File: src/rtl/reaction_timer_ctrl_pkg.sv
// Shared types for the reaction-timer controller: FSM states and display status codes.
package reaction_pkg;

  typedef enum logic [2:0] {
    IDLE,
    ARM,
    WAIT_DELAY,
    REACT,
    DONE,
    TIMEOUT,
    EARLY
  } state_t;

  typedef enum logic [1:0] {
    ST_IDLE  = 2'd0,
    ST_WAIT  = 2'd1,
    ST_TIME  = 2'd2,
    ST_FAULT = 2'd3
  } status_t;

endpackage

File: src/rtl/reaction_timer_ctrl_ms_tick_gen.sv
// Millisecond prescaler: counts 0..MS_TICKS-1 while enabled, tick on the terminal count.
module ms_tick_gen #(
  parameter int unsigned MS_TICKS = 100_000
) (
  input  logic clk,
  input  logic reset,
  input  logic i_clr,
  input  logic i_en,
  output logic o_tick
);

  localparam int unsigned CW = (MS_TICKS > 1) ? $clog2(MS_TICKS) : 1;
  localparam logic [CW-1:0] LP_LAST = CW'(MS_TICKS - 1);

  logic [CW-1:0] r_cnt;
  logic          w_last;

  assign w_last = (r_cnt == LP_LAST);
  assign o_tick = i_en && w_last;

  always_ff @(posedge clk or posedge reset) begin
    if (reset) begin
      r_cnt <= '0;
    end else if (i_clr) begin
      r_cnt <= '0;
    end else if (i_en) begin
      r_cnt <= w_last ? '0 : r_cnt + CW'(1);
    end
  end

endmodule

File: src/rtl/reaction_timer_ctrl.sv
// Reaction-timer sequencer: arms the random delay, lights the LED, times the response in ms.
module reaction_timer_ctrl
  import reaction_pkg::*;
#(
  parameter int unsigned CLK_FREQ_HZ = 100_000_000,
  parameter int unsigned MAX_MS      = 1000,
  parameter int unsigned MS_WIDTH    = 10
) (
  input  logic                clk,
  input  logic                reset,
  input  logic                i_start_btn,
  input  logic                i_stop_btn,
  input  logic                i_clear_btn,
  input  logic                i_delay_complete,
  output logic                o_delay_start,
  output logic                o_stim_led,
  output logic [MS_WIDTH-1:0] o_reaction_ms,
  output logic [1:0]          o_status
);

  localparam int unsigned MS_TICKS = CLK_FREQ_HZ / 1000;
  localparam logic [MS_WIDTH-1:0] LP_MAX      = MS_WIDTH'(MAX_MS);
  localparam logic [MS_WIDTH-1:0] LP_MAX_LAST = MS_WIDTH'(MAX_MS - 1);

  state_t              r_state, w_next_state;
  status_t             r_status, w_next_status;
  logic                r_delay_start, w_next_delay_start;
  logic                r_stim_led, w_next_stim_led;
  logic [MS_WIDTH-1:0] r_ms, w_next_ms;
  logic                w_ms_tick;
  logic                w_in_react;

  assign w_in_react = (r_state == REACT);

  // Prescaler is held at zero outside REACT so each trial starts on a fresh ms boundary.
  ms_tick_gen #(
    .MS_TICKS (MS_TICKS)
  ) u_ms_tick_gen (
    .clk    (clk),
    .reset  (reset),
    .i_clr  (!w_in_react),
    .i_en   (w_in_react),
    .o_tick (w_ms_tick)
  );

  always_ff @(posedge clk or posedge reset) begin
    if (reset) begin
      r_state       <= IDLE;
      r_status      <= ST_IDLE;
      r_delay_start <= 1'b0;
      r_stim_led    <= 1'b0;
      r_ms          <= '0;
    end else begin
      r_state       <= w_next_state;
      r_status      <= w_next_status;
      r_delay_start <= w_next_delay_start;
      r_stim_led    <= w_next_stim_led;
      r_ms          <= w_next_ms;
    end
  end

  always_comb begin
    w_next_state       = r_state;
    w_next_status      = r_status;
    w_next_delay_start = 1'b0;
    w_next_stim_led    = 1'b0;
    w_next_ms          = r_ms;

    if ((r_state != IDLE) && i_clear_btn) begin
      w_next_state  = IDLE;
      w_next_status = ST_IDLE;
      w_next_ms     = '0;
    end else begin
      case (r_state)
        IDLE: begin
          w_next_status = ST_IDLE;
          w_next_ms     = '0;
          if (i_start_btn) begin
            w_next_state       = ARM;
            w_next_status      = ST_WAIT;
            w_next_delay_start = 1'b1;
          end
        end
        ARM: begin
          w_next_state  = WAIT_DELAY;
          w_next_status = ST_WAIT;
        end
        WAIT_DELAY: begin
          w_next_status = ST_WAIT;
          if (i_stop_btn) begin
            w_next_state  = EARLY;
            w_next_status = ST_FAULT;
          end else if (i_delay_complete) begin
            w_next_state    = REACT;
            w_next_status   = ST_TIME;
            w_next_stim_led = 1'b1;
            w_next_ms       = '0;
          end
        end
        REACT: begin
          w_next_status   = ST_TIME;
          w_next_stim_led = 1'b1;
          if (i_stop_btn) begin
            w_next_state    = DONE;
            w_next_stim_led = 1'b0;
          end else if (w_ms_tick) begin
            if (r_ms == LP_MAX_LAST) begin
              w_next_state    = TIMEOUT;
              w_next_stim_led = 1'b0;
              w_next_ms       = LP_MAX;
            end else begin
              w_next_ms = r_ms + MS_WIDTH'(1);
            end
          end
        end
        DONE, TIMEOUT: begin
          w_next_status = ST_TIME;
        end
        EARLY: begin
          w_next_status = ST_FAULT;
        end
        default: begin
          w_next_state  = IDLE;
          w_next_status = ST_IDLE;
          w_next_ms     = '0;
        end
      endcase
    end
  end

  assign o_delay_start = r_delay_start;
  assign o_stim_led    = r_stim_led;
  assign o_reaction_ms = r_ms;
  assign o_status      = r_status;

endmodule

File: config.mk
export PLATFORM = sky130hd
export DESIGN_NAME = reaction_timer_ctrl
export DESIGN_NICKNAME = d
export VERILOG_FILES = /design/src/rtl/reaction_timer_ctrl_pkg.sv /design/src/rtl/reaction_timer_ctrl_ms_tick_gen.sv /design/src/rtl/reaction_timer_ctrl.sv
export SDC_FILE = /design/constraint.sdc
export NUM_CORES = 1
export LEC_CHECK = 0
export CORE_UTILIZATION = 35
export DETAILED_ROUTE_END_ITERATION = 8
export HOLD_SLACK_MARGIN = 0.15
export PLACE_DENSITY_LB_ADDON = 0.05
export SLEW_MARGIN = 20
export SYNTH_ARGS = -nofsm -noshare
export SYNTH_HDL_FRONTEND = slang
export SYNTH_SLANG_ARGS = --single-unit
export TNS_END_PERCENT = 50
File: constraint.sdc
create_clock -name clk -period 2.8 [get_ports clk]
set_input_delay 0.56 -clock clk [delete_from_list [all_inputs] [get_ports clk]]
set_output_delay 0.56 -clock clk [all_outputs]
set_load 0.1 [all_outputs]
==> flow_metrics.env, run 1 <==
export IMPL_status="completed"
export IMPL_layout_commonest_cell="dfrtp_1"
export IMPL_syn_inst=192
export IMPL_antennaDiodeCount=0
export IMPL_drv_slew=0
export IMPL_rsz0062_at_grt="no"
export IMPL_grt_overflow=0
export IMPL_drt_iter0_markers=138
export IMPL_skew_ns=0.00618
export IMPL_portBuffers=19
export IMPL_crit_slowest_cell="or4_1"
export IMPL_ir_drop_mv=0.304
export IMPL_hold_viol=0
export IMPL_layout_common_cells="34 x dfrtp_1, 24 x nor2_1, 16 x nand3_1, 16 x buf_4, 15 x nand2_1"
export IMPL_critPathMaxFanout=8
export IMPL_cp_depth=6
export IMPL_clock_fmax_ghz=0.472
export IMPL_antenna_found_initial=0
export IMPL_vias=1473
export IMPL_slew_headroom_pct=43.9
export IMPL_p_leak_nw=0.914
export IMPL_maxCapViolCount=0
export IMPL_synth_nets=200
export IMPL_synth_edff_count=0
export IMPL_synth_area_per_cell_um2=9.40
export IMPL_grt_max_degree=35
export IMPL_whs_path_depth=1
export IMPL_setup_ws_ns=0.682
export IMPL_synthesis_area_um2=1800
export IMPL_rows=25
export IMPL_dieHeight_um=73.8
export IMPL_critPathMaxStageDelay_ns=0.66
export IMPL_yosysUniqueCellTypes=39
export IMPL_cts_buffer_depth=2
export IMPL_start_util_pct=37.2
export IMPL_wirelength_um=3810
export IMPL_nets=221
export IMPL_finalSetupViolCount=0
export IMPL_place_area_um2=2030
export IMPL_clk_latency_ns=0.28
export IMPL_root_buffer="clkbuf_8"
export IMPL_hold_end="u_ms_tick_gen.r_cnt[0]"
export IMPL_r2r_slack_ns=0.68
export IMPL_reg2regPathDepth=6
export IMPL_vias_per_cell=5.26
export IMPL_yosys_top_cells_area="dfrtp_1 47%, nor2_1 5.0%, xor2_1 4.9%"
export IMPL_cp_required_ns=3.02
export IMPL_worstHoldStart="u_ms_tick_gen.r_cnt[0]"
export IMPL_hpwl_um=2670
export IMPL_yosys_warnings=0
export IMPL_path_delay_family="simple AND/OR/NAND/NOR gates"
export IMPL_postSynth_asyncResetShare_pct=100
export IMPL_gp_congestion=0.814
export IMPL_yosysTopAreaCellShare_pct=47.2
export IMPL_ys_seq_elements=34
export IMPL_cts_inserted_buffers=5
export IMPL_ys_flop_type="dfrtp_1"
export IMPL_synth_top_area_cell="dfrtp_1"
export IMPL_period_share_pct=75.6
export IMPL_ys_seq_area_share_pct=47.2
export IMPL_drive_above_1_share_pct=12.2
export IMPL_hold_class="reg -> reg"
export IMPL_grt_usage_pct=15.9
export IMPL_post_cts_buffers=0
export IMPL_powerDensity_nw_per_um2=561
export IMPL_htree_levels=2
export IMPL_setup_tns_ns=0
export IMPL_syn_to_final_growth_pct=16.6
export IMPL_hold_buffers=0
export IMPL_criticalPathCategory="reg -> reg"
export IMPL_pin_count=20
export IMPL_post_route_cell_area_um2=2100
export IMPL_cp_arrival_ns=2.34
export IMPL_critPathLaunchType="register"
export IMPL_final_cells=280
export IMPL_cts_sink_count=34
export IMPL_cts_tree="built"
export IMPL_cp_num_buf_inv=0
export IMPL_drc=0
export IMPL_cts_resized=0
export IMPL_firstDrtPassIters=4
export IMPL_die_w_um=73.8
export IMPL_placedCellCount=273
export IMPL_cts_clk_slew_worst_paths_ns=0.07
export IMPL_fillers=477
export IMPL_die_area_um2=5450
export IMPL_cp_end_kind="register"
export IMPL_grt_pass1_wl_um=6600
export IMPL_final_antenna_net_count=0
export IMPL_r2r_end="o_reaction_ms[2]"
export IMPL_worst_pin_slew_ns=0.834
export IMPL_timing_rr_start="u_ms_tick_gen.r_cnt[0]"
export IMPL_finalPower_w=0.00118
export IMPL_wire_per_inst_um=13.6
export IMPL_preCtsSetupSlack_ns=0.411
export IMPL_core_area_um2=4850
export IMPL_worstPathCellList="ha_1 > and4_1 > nand4_1 > or4_1 > nor3b_1 > a211o_1"
export IMPL_grt_pass1_vias=1432
export IMPL_finalCriticalPeriod_ns=2.12
==> how the worst max path moves through the flow <==
stage,from,slack [ns],end
after CTS,u_ms_tick_gen.r_cnt[0],0.67,o_reaction_ms[2]
after detailed placement,i_stop_btn,0.41,o_reaction_ms[2]
after floorplan,o_reaction_ms[0],0.46,o_reaction_ms[6]
after global placement,i_stop_btn,0.47,o_reaction_ms[2]
final,u_ms_tick_gen.r_cnt[0],0.68,o_reaction_ms[2]
after global routing,u_ms_tick_gen.r_cnt[0],0.54,o_reaction_ms[2]
==> synthesized netlist by cell type, types with 5 or more instances <==
master and count:
nand2_1 15, xnor2_1 5, xor2_1 10, nand3_1 16
o31ai_1 5, o21ai_0 5, nor2_1 24, or4_1 5
a21o_1 6, a21oi_1 11, dfrtp_1 34, inv_1 6
==> sequential cells by signal (all words and copies together) (netlist names) <==
name,cells
o_delay_start,1
o_reaction_ms,10
o_status,2
o_stim_led,1
r_state,3
u_ms_tick_gen.r_cnt,17
==> cell families after synthesis <==
| logic type | count (synthesis) | synth area share, % |
|---|---|---|
| xor gates and xnor gates | 15 | 7.28 |
| DFF | 34 | 47.2 |
| buffers and inverters | 13 | 2.91 |
| and+or+nand+nor | 90 | 26.8 |
| AOI/OAI and AO/OA | 38 | 14.4 |
| adders and majority gates | 2 | 1.39 |
==> where the power goes <==
| part | internal (W) | switching, W |
|---|---|---|
| clock network | 0.000171 | 0.000163 |
| logic | 0.0000761 | 0.000217 |
| registers | 0.000517 | 0.0000374 |
==> area by class of cell <==
| type | instances | area (µm²) | share of cell area [%] |
|---|---|---|---|
| multi-input combinational | 145 | 901 | 42.8 |
| timing repair buffer | 21 | 170 | 8.09 |
| clock buffer | 7 | 76.3 | 3.63 |
| inverter | 6 | 22.5 | 1.07 |
| sequential | 34 | 851 | 40.4 |
| tap | 67 | 83.8 | 3.98 |
==> per-stage QoR <==
step	util [%]	hold WS, ns
global route	43.4	0.519
CTS	43.4	0.496
finish	43.4	0.490
detailed placement	41.8	0.487
floorplan	-	0.455
global placement	41.8	0.481
==> layer usage <==
metal	global-route usage, %	vias up	part of all wire [%]	routed length (µm)
li1	-	732	-	-
met1	20.4	706	47	1800
met2	25.5	30	47	1800
met3	4.25	5	3.9	149
met4	6.20	0	1.5	56
met5	0	-	0	0
Note: power is estimated with default switching activity, not from simulation.
==> inputs of run 2 (changes only) <==
- clock period: 2.8 -> 2 ns (I/O delays scaled with it)
==> flow_metrics.env, run 2 (synthesis gave the netlist of run 1 again) <==
export IMPL_htree_levels=2
export IMPL_grt_pass1_wl_um=7200
export IMPL_start_util_pct=37.2
export IMPL_powerDensity_nw_per_um2=777
export IMPL_rsz0062_at_grt="no"
export IMPL_grt_overflow=0
export IMPL_vias=1608
export IMPL_criticalPathCategory="reg -> reg"
export IMPL_finalSetupViolCount=0
export IMPL_final_cells=309
export IMPL_antenna_found_initial=0
export IMPL_cp_required_ns=2.21
export IMPL_setup_ws_ns=0.0953
export IMPL_status="completed"
export IMPL_root_buffer="clkbuf_8"
export IMPL_critPathMaxFanout=4
export IMPL_layout_common_cells="42 x buf_4, 26 x dfrtp_1, 24 x nor2_1, 16 x nand3_1, 15 x nand2_1"
export IMPL_largest_register_ffs=17
export IMPL_antennaDiodeCount=0
export IMPL_rows=25
export IMPL_core_area_um2=4850
export IMPL_cts_sink_count=34
export IMPL_skew_ns=0.0119
export IMPL_grt_usage_pct=17.3
export IMPL_finalCriticalPeriod_ns=1.90
export IMPL_preCtsSetupSlack_ns=-0.00259
export IMPL_cp_end_kind="register"
export IMPL_slew_headroom_pct=69.4
export IMPL_hold_class="in -> async"
export IMPL_hpwl_um=3110
export IMPL_final_antenna_net_count=0
export IMPL_hold_buffers=0
export IMPL_nets=249
export IMPL_layout_commonest_cell="buf_4"
export IMPL_clock_fmax_ghz=0.525
export IMPL_wirelength_um=4220
export IMPL_clk_latency_ns=0.29
export IMPL_drt_iter0_markers=67
export IMPL_maxCapViolCount=0
export IMPL_critPathLaunchType="register"
export IMPL_cts_buffer_depth=2
export IMPL_drive_above_1_share_pct=28.5
export IMPL_pin_count=20
export IMPL_final_core_util_pct=49.8
export IMPL_cp_arrival_ns=2.11
export IMPL_cts_inserted_buffers=5
export IMPL_placedCellCount=301
export IMPL_firstDrtPassIters=4
export IMPL_portBuffers=19
export IMPL_regMostFlops="u_ms_tick_gen.r_cnt"
export IMPL_vias_per_cell=5.20
export IMPL_worst_pin_slew_ns=0.453
export IMPL_cts_tree="built"
export IMPL_ir_drop_mv=0.389
export IMPL_drc=0
export IMPL_grt_max_degree=20
export IMPL_gp_congestion=0.857
export IMPL_die_w_um=73.8
export IMPL_drv_slew=0
export IMPL_die_area_um2=5450
export IMPL_syn_to_final_growth_pct=33.9
export IMPL_dieHeight_um=73.8
export IMPL_grt_pass1_vias=1568
export IMPL_wire_per_inst_um=13.7
export IMPL_hold_viol=0
export IMPL_cts_clk_slew_worst_paths_ns=0.08
export IMPL_period_share_pct=95.2
export IMPL_finalPower_w=0.00188
export IMPL_p_leak_nw=1.08
export IMPL_post_cts_buffers=0
[run 2: cell count changes in the layout (fill, tap and decap cells not counted), moves of 3 or more]
| cell | delta |
|---|---|
| buf_4 | +26 |
| clkbuf_8 | +3 |
| dfrtp_1 | -8 |
| dfrtp_2 | +6 |
[run 2: area by class of cell]
class	instances	area (µm²)
tap	67	83.8
fill	469	2430
sequential	34	866
multi-input combinational	145	928
timing repair buffer	49	405
inverter	6	22.5
clock buffer	8	110
[run 2: worst max-delay path, stage by stage, from the launching register on]
cell and delay (ns):
dfrtp_1 0.37, ha_1 0.18, and4_1 0.23, buf_4 0.13, and4_1 0.22, o211ai_2 0.12
or4_1 0.51, o21ai_1 0.08
[run 2: power by group]
group / total [W] / leakage [nW] / internal (W) / switching (W)
combinational: 0.000530 / 0.564 / 0.000175 / 0.000355
clock: 0.000590 / 0.0575 / 0.000348 / 0.000243
sequential: 0.000757 / 0.455 / 0.000725 / 0.0000319
[run 2: routing by layer]
layer	up-vias	routed length, µm	global-route usage [%]	share of wire (%)
met5	-	0	0	0
met4	0	41	6.20	0.97
met3	5	108	4.12	2.6
li1	790	-	-	-
met1	783	2010	21.5	48
met2	30	2060	29.4	49
[run 2: metrics by stage]
step / instance area, µm² / setup TNS, ns / hold slack (ns)
floorplan: 1820 / 0 / 0.455
finish: 2420 / 0 / 0.418
detailed placement: 2280 / -0.00259 / 0.519
CTS: 2400 / 0 / 0.431
global route: 2420 / 0 / 0.447
global placement: 2280 / 0 / 0.503
[run 2: repair_timing]
| action | 4_1_cts | 5_1_grt |
|---|---|---|
| hold endpoints to repair | 0 | 0 |
| resized for setup | 1 | 4 |
| setup endpoints to repair | 1 | 8 |
| pin swaps | 0 | 1 |
[run 2: worst paths after layout]
check	startpoint	end	slack (ns)	depth (start not counted)
max	u_ms_tick_gen.r_cnt[0]	o_reaction_ms[4]	0.1	7
min	reset	o_reaction_ms[8]	0.42	2
max reg2reg	u_ms_tick_gen.r_cnt[0]	o_reaction_ms[4]	0.1	7
min reg2reg	o_reaction_ms[8]	o_reaction_ms[8]	0.53	1
max in group asynchronous	reset	o_status[1]	0.95	3
min in group clk	o_reaction_ms[8]	o_reaction_ms[8]	0.53	1
==> inputs of run 3 (changes only) <==
- CORE_MARGIN: not set -> 3
==> flow_metrics.env, run 3 (synthesis gave the netlist of run 1 again) <==
export IMPL_status="completed"
export IMPL_core_area_um2=4850
export IMPL_regArea_um2=866
export IMPL_cp_required_ns=2.23
export IMPL_drive_above_1_share_pct=27.6
export IMPL_clk_latency_ns=0.28
export IMPL_hold_class="in -> async"
export IMPL_setup_tns_ns=0
export IMPL_powerDensity_nw_per_um2=754
export IMPL_vias_per_cell=5.07
export IMPL_grt_usage_pct=14.4
export IMPL_cts_buffer_depth=2
export IMPL_fillers=487
export IMPL_grt_overflow=0
export IMPL_final_core_util_pct=49.3
export IMPL_grt_util_met3_pct=4.76
export IMPL_regMostFlops="u_ms_tick_gen.r_cnt"
export IMPL_slew_headroom_pct=70.0
export IMPL_drv_slew=0
export IMPL_setup_ws_ns=0.102
export IMPL_final_cells=310
export IMPL_antenna_found_initial=0
export IMPL_cts_sink_count=34
export IMPL_finalSetupViolCount=0
export IMPL_hpwl_um=3020
export IMPL_dieHeight_um=77.8
export IMPL_crit_slowest_cell="or4_4"
export IMPL_rsz0062_at_grt="no"
export IMPL_nets=250
export IMPL_grt_max_degree=20
export IMPL_ir_drop_mv=0.469
export IMPL_syn_to_final_growth_pct=32.6
export IMPL_worstPathCellList="ha_1 > and4_1 > nand4_1 > or4_4 > buf_4 > a21oi_1 > a21o_1"
export IMPL_gp_congestion=0.902
export IMPL_pin_count=20
export IMPL_finalPower_w=0.00180
export IMPL_worst_pin_slew_ns=0.450
export IMPL_cp_arrival_ns=2.12
export IMPL_wirelength_um=4020
export IMPL_antennaDiodeCount=0
export IMPL_vias=1572
export IMPL_largest_register_ffs=17
export IMPL_critPathMaxFanout=6
export IMPL_root_buffer="clkbuf_8"
export IMPL_grt_pass1_wl_um=7070
export IMPL_met1_usage_pct=18.9
export IMPL_layout_common_cells="43 x buf_4, 26 x dfrtp_1, 24 x nor2_1, 16 x nand3_1, 15 x nand2_1"
export IMPL_cp_end_kind="register"
export IMPL_htree_levels=2
export IMPL_firstDrtPassIters=4
export IMPL_grt_pass1_vias=1562
export IMPL_clock_fmax_ghz=0.527
export IMPL_portBuffers=19
export IMPL_finalCriticalPeriod_ns=1.90
export IMPL_die_area_um2=6050
export IMPL_rows=25
export IMPL_wire_per_inst_um=13.0
export IMPL_drt_iter0_markers=118
export IMPL_die_w_um=77.8
export IMPL_final_antenna_net_count=0
export IMPL_placedCellCount=301
export IMPL_maxCapViolCount=0
export IMPL_period_share_pct=94.9
export IMPL_preCtsSetupSlack_ns=0.0101
export IMPL_hold_viol=0
export IMPL_cts_inserted_buffers=5
export IMPL_use_met2_pct=22.6
export IMPL_cts_tree="built"
export IMPL_layout_commonest_cell="buf_4"
export IMPL_gr_max_usage_layer="met2"
export IMPL_criticalPathCategory="reg -> reg"
export IMPL_multiInputGateArea_um2=916
export IMPL_start_util_pct=37.2
export IMPL_critPathLaunchType="register"
export IMPL_drc=0
export IMPL_p_leak_nw=1.07
export IMPL_critPathMaxStageDelay_ns=0.53
export IMPL_cts_clk_slew_worst_paths_ns=0.07
export IMPL_skew_ns=0.00754
-- run 3: worst max-delay path, delay by kind of cell (launching register included) --
family	cells	cell delay [ns]
flops	1	0.36
fa+ha+maj	1	0.18
compound gates	2	0.25
simple gates	3	0.87
buf+inv	1	0.18
-- run 3: power breakdown --
group          leakage [nW]  switching, W  total [W]  internal [W]
Combinational         0.563      0.000346   0.000524      0.000177
Clock                0.0482      0.000246   0.000524      0.000278
Sequential            0.455     0.0000316   0.000757      0.000725
Total                  1.07      0.000624    0.00180       0.00118
-- run 3: path summary, 6_finish.rpt --
| kind | start | endpoint | slack [ns] | cells past startpoint |
|---|---|---|---|---|
| worst max register to register | u_ms_tick_gen.r_cnt[0] | o_reaction_ms[3] | 0.10 | 7 |
| worst min register to register | o_reaction_ms[8] | o_reaction_ms[8] | 0.54 | 1 |
| worst min-delay path | reset | o_reaction_ms[8] | 0.41 | 2 |
| min in group clk | o_reaction_ms[8] | o_reaction_ms[8] | 0.54 | 1 |
| worst max-delay path | u_ms_tick_gen.r_cnt[0] | o_reaction_ms[3] | 0.10 | 7 |
| max in group asynchronous | reset | u_ms_tick_gen.r_cnt[4] | 0.97 | 3 |
-- run 3: final cells by class --
| type | count | share of cell area, % |
|---|---|---|
| multi-input combinational | 145 | 38.3 |
| timing repair buffer | 50 | 17.3 |
| clock buffer | 7 | 3.61 |
| tap | 67 | 3.50 |
| sequential | 34 | 36.2 |
| clock inverter | 1 | 0.209 |
| inverter | 6 | 0.941 |
-- run 3: what timing repair did --
item | 4_1_cts | 5_1_grt
resized for setup | 0 | 3
setup buffers | 0 | 1
setup endpoints to repair | 0 | 7
hold buffers | 0 | 0
-- run 3: metrics by stage --
stage	area [µm²]	hold slack (ns)
2_1_floorplan	1820	0.455
3_5_place_dp	2280	0.526
3_3_place_gp	2280	0.506
5_1_grt	2390	0.458
4_1_cts	2370	0.426
6_report	2390	0.412
-- run 3: routing by layer --
metal,wire length [µm],vias up
li1,-,791
met1,1890,754
met2,1950,23
met3,147,4
met4,35,0
met5,0,-
